`config.mk`:
```
export PLATFORM = sky130hd
export DESIGN_NAME = uart_rx
export DESIGN_NICKNAME = d
export VERILOG_FILES = /design/src/rtl/uart_pkg.sv /design/src/rtl/uart_sync2.sv /design/src/rtl/uart_rx.sv
export SDC_FILE = /design/constraint.sdc
export NUM_CORES = 1
export LEC_CHECK = 0
export BUFFER_PORTS_ARGS = -buffer_cell sky130_fd_sc_hd__clkbuf_2
export CORE_MARGIN = 10
export CORE_UTILIZATION = 50
export CTS_BUF_LIST = sky130_fd_sc_hd__clkbuf_4
export CTS_CLUSTER_DIAMETER = 50
export DETAILED_ROUTE_END_ITERATION = 8
export PLACE_DENSITY = 0.72
export SLEW_MARGIN = 5
export SYNTH_ARGS = -nofsm -noshare
export SYNTH_HDL_FRONTEND = slang
export SYNTH_SLANG_ARGS = --single-unit
```
`constraint.sdc`:
```
create_clock -name clk -period 1.97 [get_ports clk]
set_clock_uncertainty 0.05 [all_clocks]
set_input_delay 0.197 -clock clk [delete_from_list [all_inputs] [get_ports clk]]
set_output_delay 0.197 -clock clk [all_outputs]
set_load 0.05 [all_outputs]
```
`src/rtl/uart_pkg.sv`:
```
// Shared UART definitions: receiver state encoding and oversampling constants,
// also used by the transmitter.
package uart_pkg;

  localparam int UART_OVERSAMPLE = 16;
  localparam int UART_SAMPLE_MID = 7;

  typedef enum logic [2:0] {
    RX_IDLE   = 3'd0,
    RX_START  = 3'd1,
    RX_DATA   = 3'd2,
    RX_PARITY = 3'd3,
    RX_STOP   = 3'd4
  } uart_rx_state_t;

endpackage

```
`src/rtl/uart_sync2.sv`:
```
// Two-flop synchroniser for asynchronous single-bit inputs; RESET_VAL sets the
// value both flops take during reset (1 for an idle-high serial line).
module uart_sync2 #(
  parameter bit RESET_VAL = 1'b1
) (
  input  logic clk,
  input  logic rst_n,
  input  logic d,
  output logic q
);

  logic meta;

  always_ff @(posedge clk or negedge rst_n) begin
    if (!rst_n) begin
      meta <= RESET_VAL;
      q    <= RESET_VAL;
    end else begin
      meta <= d;
      q    <= meta;
    end
  end

endmodule

```
`src/rtl/uart_rx.sv`:
```
// UART receiver with 16x oversampling, mid-bit sampling and a valid/ready output.
// Define UART_RX_PARITY_EN to expect and check one parity bit before the stop bit.
module uart_rx
  import uart_pkg::*;
#(
  parameter int DATA_BITS  = 8,
  parameter bit PARITY_ODD = 1'b0
) (
  input  logic                 clk,
  input  logic                 rst_n,
  input  logic                 rx_tick,
  input  logic                 rx,
  output logic [DATA_BITS-1:0] rx_data,
  output logic                 rx_valid,
  input  logic                 rx_ready,
  output logic                 frame_err,
  output logic                 parity_err,
  output logic                 overrun_err,
  output logic                 busy,
  output uart_rx_state_t       state_dbg
);

  localparam int                BCW       = $clog2(DATA_BITS);
  localparam logic [3:0]        TICK_LAST = 4'(UART_OVERSAMPLE - 1);
  localparam logic [3:0]        TICK_MID  = 4'(UART_SAMPLE_MID);
  localparam logic [BCW-1:0]    BIT_LAST  = BCW'(DATA_BITS - 1);
`ifdef UART_RX_PARITY_EN
  localparam uart_rx_state_t    AFTER_DATA = RX_PARITY;
`else
  localparam uart_rx_state_t    AFTER_DATA = RX_STOP;
`endif

  uart_rx_state_t       state, state_next;
  logic                 rx_s;
  logic [3:0]           tick_cnt;
  logic [BCW-1:0]       bit_cnt;
  logic [DATA_BITS-1:0] shreg;
  logic                 bit_tick, mid_tick;
  logic                 clr_tick, clr_bits, sample_data, finish;
  logic                 par_bad;
`ifdef UART_RX_PARITY_EN
  logic                 sample_par;
  logic                 par_bad_q;
`endif

  uart_sync2 #(.RESET_VAL(1'b1)) u_sync (
    .clk   (clk),
    .rst_n (rst_n),
    .d     (rx),
    .q     (rx_s)
  );

  assign bit_tick  = rx_tick && (tick_cnt == TICK_LAST);
  assign mid_tick  = rx_tick && (tick_cnt == TICK_MID);
  assign busy      = (state != RX_IDLE);
  assign state_dbg = state;

  always_ff @(posedge clk or negedge rst_n) begin
    if (!rst_n) state <= RX_IDLE;
    else        state <= state_next;
  end

  always_comb begin
    state_next  = state;
    clr_tick    = 1'b0;
    clr_bits    = 1'b0;
    sample_data = 1'b0;
    finish      = 1'b0;
`ifdef UART_RX_PARITY_EN
    sample_par  = 1'b0;
`endif
    case (state)
      RX_IDLE: begin
        if (rx_tick && !rx_s) begin
          state_next = RX_START;
          clr_tick   = 1'b1;
        end
      end
      RX_START: begin
        // A start bit that is high again at its midpoint was a glitch.
        if (mid_tick) begin
          clr_tick   = 1'b1;
          clr_bits   = 1'b1;
          state_next = rx_s ? RX_IDLE : RX_DATA;
        end
      end
      RX_DATA: begin
        if (bit_tick) begin
          sample_data = 1'b1;
          if (bit_cnt == BIT_LAST) state_next = AFTER_DATA;
        end
      end
`ifdef UART_RX_PARITY_EN
      RX_PARITY: begin
        if (bit_tick) begin
          sample_par = 1'b1;
          state_next = RX_STOP;
        end
      end
`endif
      RX_STOP: begin
        if (bit_tick) begin
          finish     = 1'b1;
          state_next = RX_IDLE;
        end
      end
      default: state_next = RX_IDLE;
    endcase
  end

  // Tick counter wraps 15->0 by itself, so consecutive bits need no explicit clear.
  always_ff @(posedge clk or negedge rst_n) begin
    if (!rst_n) begin
      tick_cnt <= '0;
      bit_cnt  <= '0;
      shreg    <= '0;
    end else begin
      if (clr_tick)     tick_cnt <= '0;
      else if (rx_tick) tick_cnt <= tick_cnt + 4'd1;
      if (clr_bits)         bit_cnt <= '0;
      else if (sample_data) bit_cnt <= bit_cnt + 1'b1;
      if (sample_data) shreg <= {rx_s, shreg[DATA_BITS-1:1]};
    end
  end

`ifdef UART_RX_PARITY_EN
  always_ff @(posedge clk or negedge rst_n) begin
    if (!rst_n)          par_bad_q <= 1'b0;
    else if (clr_bits)   par_bad_q <= 1'b0;
    else if (sample_par) par_bad_q <= (^shreg) ^ rx_s ^ PARITY_ODD;
  end
  assign par_bad = par_bad_q;
`else
  // Parity sense has no effect without a parity bit in the frame.
  assign par_bad = PARITY_ODD & 1'b0;
`endif

  // Handshake: a word transfers on any cycle with rx_valid && rx_ready; rx_valid
  // drops next cycle unless a new word completes on that same edge, in which case
  // it stays high. Completion without rx_ready overwrites the word and flags overrun.
  always_ff @(posedge clk or negedge rst_n) begin
    if (!rst_n) begin
      rx_data     <= '0;
      rx_valid    <= 1'b0;
      frame_err   <= 1'b0;
      parity_err  <= 1'b0;
      overrun_err <= 1'b0;
    end else begin
      overrun_err <= finish && rx_valid && !rx_ready;
      if (finish) begin
        rx_data    <= shreg;
        frame_err  <= !rx_s;
        parity_err <= par_bad;
        rx_valid   <= 1'b1;
      end else if (rx_valid && rx_ready) begin
        rx_valid <= 1'b0;
      end
    end
  end

endmodule

```
==> impl_metrics.csv <==
group,metric,value,unit
outcome,run_status,"complete, no violations",
layout,nets,137,
setup_path,path_class,"reg2reg",
layout,final_cell_mix,"dfrtp_1, clkbuf_2, mux2_2",
global_routing,track_usage,9.86,%
power,p_leak,0.843,nW
layout,layout-drive-gt1-share,42.3,%
timing,setup_tns,0,ps
global_routing,grt_pass1_vias,837,
global_routing,grt_util_met2,14.8,%
synthesis,synth_cell_types,37,
global_routing,grt_antenna_before_repair,0,
placement,place.gp.congestion,0.721,
cts,cts.htree.levels,2,
power,p_sw_share,31.3,%
cts,cts_tree,"done",
global_routing,grtUsageMet1,11.0,%
timing,max_freq,546,MHz
synthesis,yosys.area.top_type,"dfrtp_1",
flow_run,cap_violations,0,
synthesis,yosysWarnings,0,
power,pwr-share-seq,49.7,%
power,p_sw,485,uW
cts,clk_path_buf_depth,2,
synthesis,ys_seq_area_share,56.6,%
timing,layout_min_cycle_time,1830,ps
synthesis,synth_nets,110,
cts,cts_num_sinks,31,
global_routing,grt-ovfl-total,0,
cts,clock_latency,330,ps
setup_path,cp-start-kind,"register",
hold_path,hp-start,"rx_ready",
timing,worstMarginPinSlew,741,ps
timing,drv_slew,0,
drt,drtAntennaViolNets,0,
die,die_area,5250,sq um
layout,final_common_cell,"dfrtp_1",
power,clkPwrFrac,31.2,%
setup_path,critical_path_required,2130,ps
cts,cts_inserted_buffers,5,
timing,finalCritPeriodShare,93.0,%
die,start_util,54.0,%
setup_path,arrival,2000,ps
layout,antenna_cells,0,
setup_path,regToRegStartpoint,"tick_cnt[0]",
die,die_y,72.4,microns
synthesis,synth_area_per_cell,13.5,sq um
die,row_count,18,
setup_path,endpoint_kind,"register",
power,pwr_density_cell,967,nW/um^2
drt,vias,884,
cts,cts_setup_buffers,0,
layout,syn_to_final_growth,16.5,%
drt,routed_wl,2.45,mm
synthesis,ys_seq_elements,31,
power,p_int,1.06,mW
placement,portBuffers,19,
power,peakVddDrop,726,uV
cts,root_buffer,"clkbuf_4",
drt,drc,0,
synthesis,syn_inst,102,
drt,dr.pass1.iters,4,
timing,maxSlewHeadroom,50.6,%
global_routing,grt_most_used_layer,"met2",
drt,vias_per_cell,5.53,
die,die_w,72.4,microns
drt,drtIter0Drc,45,
setup_path,startpoint,"tick_cnt[0]",
synthesis,synth_top_area_share,52.8,%
hold_path,hold_class,"in2reg",
power,p_comb_share,19.1,%
timing,setup_viol,0,
global_routing,grtUsageMet3,5.99,%
global_routing,grt_max_degree,32,
die,core-area,2540,sq um
synthesis,synthTopCellsByArea,"dfrtp_1, mux2_2, mux2_4, dfstp_2, ha_1",
drt,wl_per_cell,15.3,microns
timing,hold_slack,81.2,ps
timing,hold_viol,0,
setup_path,worstPathMaxFanout,10,
timing,rsz0062_at_grt,"false",
die,io_pins,21,
synthesis,syn_area,1380,sq um
global_routing,grt_pass1_wl,3.97,mm
placement,dp_hpwl,1.75,mm
cts,clkTransAtPathRegs,100,ps
-- worst max-delay path: stages (launching register included) --
cell     delay (ps)
dfrtp_1         400
ha_1            240
and4_4          260
nor4b_4         180
buf_4           230
mux2_2          360
-- per-stage QoR --
step                      setup slack, ps  utilization, %  std cells  cell area [sq um]  total power [mW]
after CTS                             132            62.9        160               1600              1.56
after global placement                227            59.1        150               1510              1.06
after global routing                 55.5            62.9        160               1600              1.62
final                                 138            62.9        160               1600              1.55
after floorplan                      86.1               -        102               1380              1.00
after detailed placement              155            59.1        150               1510              1.08
-- logic make-up (layout without fill, tap and decap cells) --
family / Yosys count / in the layout / synth area share, %
other cells: 1 / 1 / 0.273
flops: 31 / 31 / 56.6
mux: 19 / 19 / 17.0
compound gates: 13 / 13 / 7.28
simple gates: 24 / 24 / 12.1
fa+ha+maj: 3 / 3 / 2.73
buf+inv: 11 / 39 / 4.00
-- final timing paths --
| check | depth (start not counted) | slack, ps | end |
|---|---|---|---|
| worst max register to register | 5 | 140 | shreg[7] |
| worst min-delay path | 3 | 80 | rx_valid |
| min in group asynchronous | 2 | 390 | tick_cnt[2] |
| worst min register to register | 0 | 320 | u_sync.q |
| worst max-delay path | 5 | 140 | shreg[7] |
| max in group asynchronous | 2 | 1000 | bit_cnt[1] |
-- per-layer routing --
| layer | vias up | part of all wire, % |
|---|---|---|
| met2 | 28 | 46 |
| met3 | 6 | 9.4 |
| met1 | 427 | 43 |
| li1 | 423 | - |
| met5 | - | 0 |
| met4 | 0 | 1.7 |
-- layout make-up --
type	count	area (sq um)
fillers	208	943
flip-flops and latches	31	778
multi-input cells	60	542
repair buffers	25	145
inverters	6	22.5
well taps	30	37.5
clock inverters	3	38.8
clock buffers	5	37.5
-- registers in the layout (all words and copies together), names as in the netlist --
signal / flops
rx_data: 8
shreg: 8
tick_cnt: 4
bit_cnt: 3
state_dbg: 3
frame_err: 1
overrun_err: 1
rx_valid: 1
u_sync.meta: 1
u_sync.q: 1
-- power by group through the flow --
stage | sequential, mW | combinational, mW | clock [mW]
floorplan | 0.787 | 0.217 | 0
global placement | 0.776 | 0.286 | 0
detailed placement | 0.783 | 0.294 | 0
CTS | 0.770 | 0.298 | 0.496
global route | 0.779 | 0.321 | 0.519
finish | 0.770 | 0.296 | 0.483
-- synth_stat cells (all sizes together) --
cell	number
or3	1
o21ai	2
nor3	1
o21bai	1
mux2	17
a21o	1
nor2b	1
nand4b	1
and2	1
mux2i	2
nor2	4
nor4	1
nand3	2
o22ai	3
nand2	3
a22oi	1
conb	1
dfstp	2
nand2b	3
buf	4
and3b	1
nor3b	1
and4b	1
clkbuf	1
ha	3
and4	1
nor4b	1
dfrtp	29
a2111oi	1
o211a	1
or4b	1
o2111ai	1
a22o	2
inv	6
-- repair_timing --
action / in CTS / in global routing
hold buffers: 2 / 0
endpoints found under the hold margin: 30 / 0
gates resized for setup: 0 / 0
endpoints found under the setup margin: 0 / 0
Power figures use the tool's default switching activity.
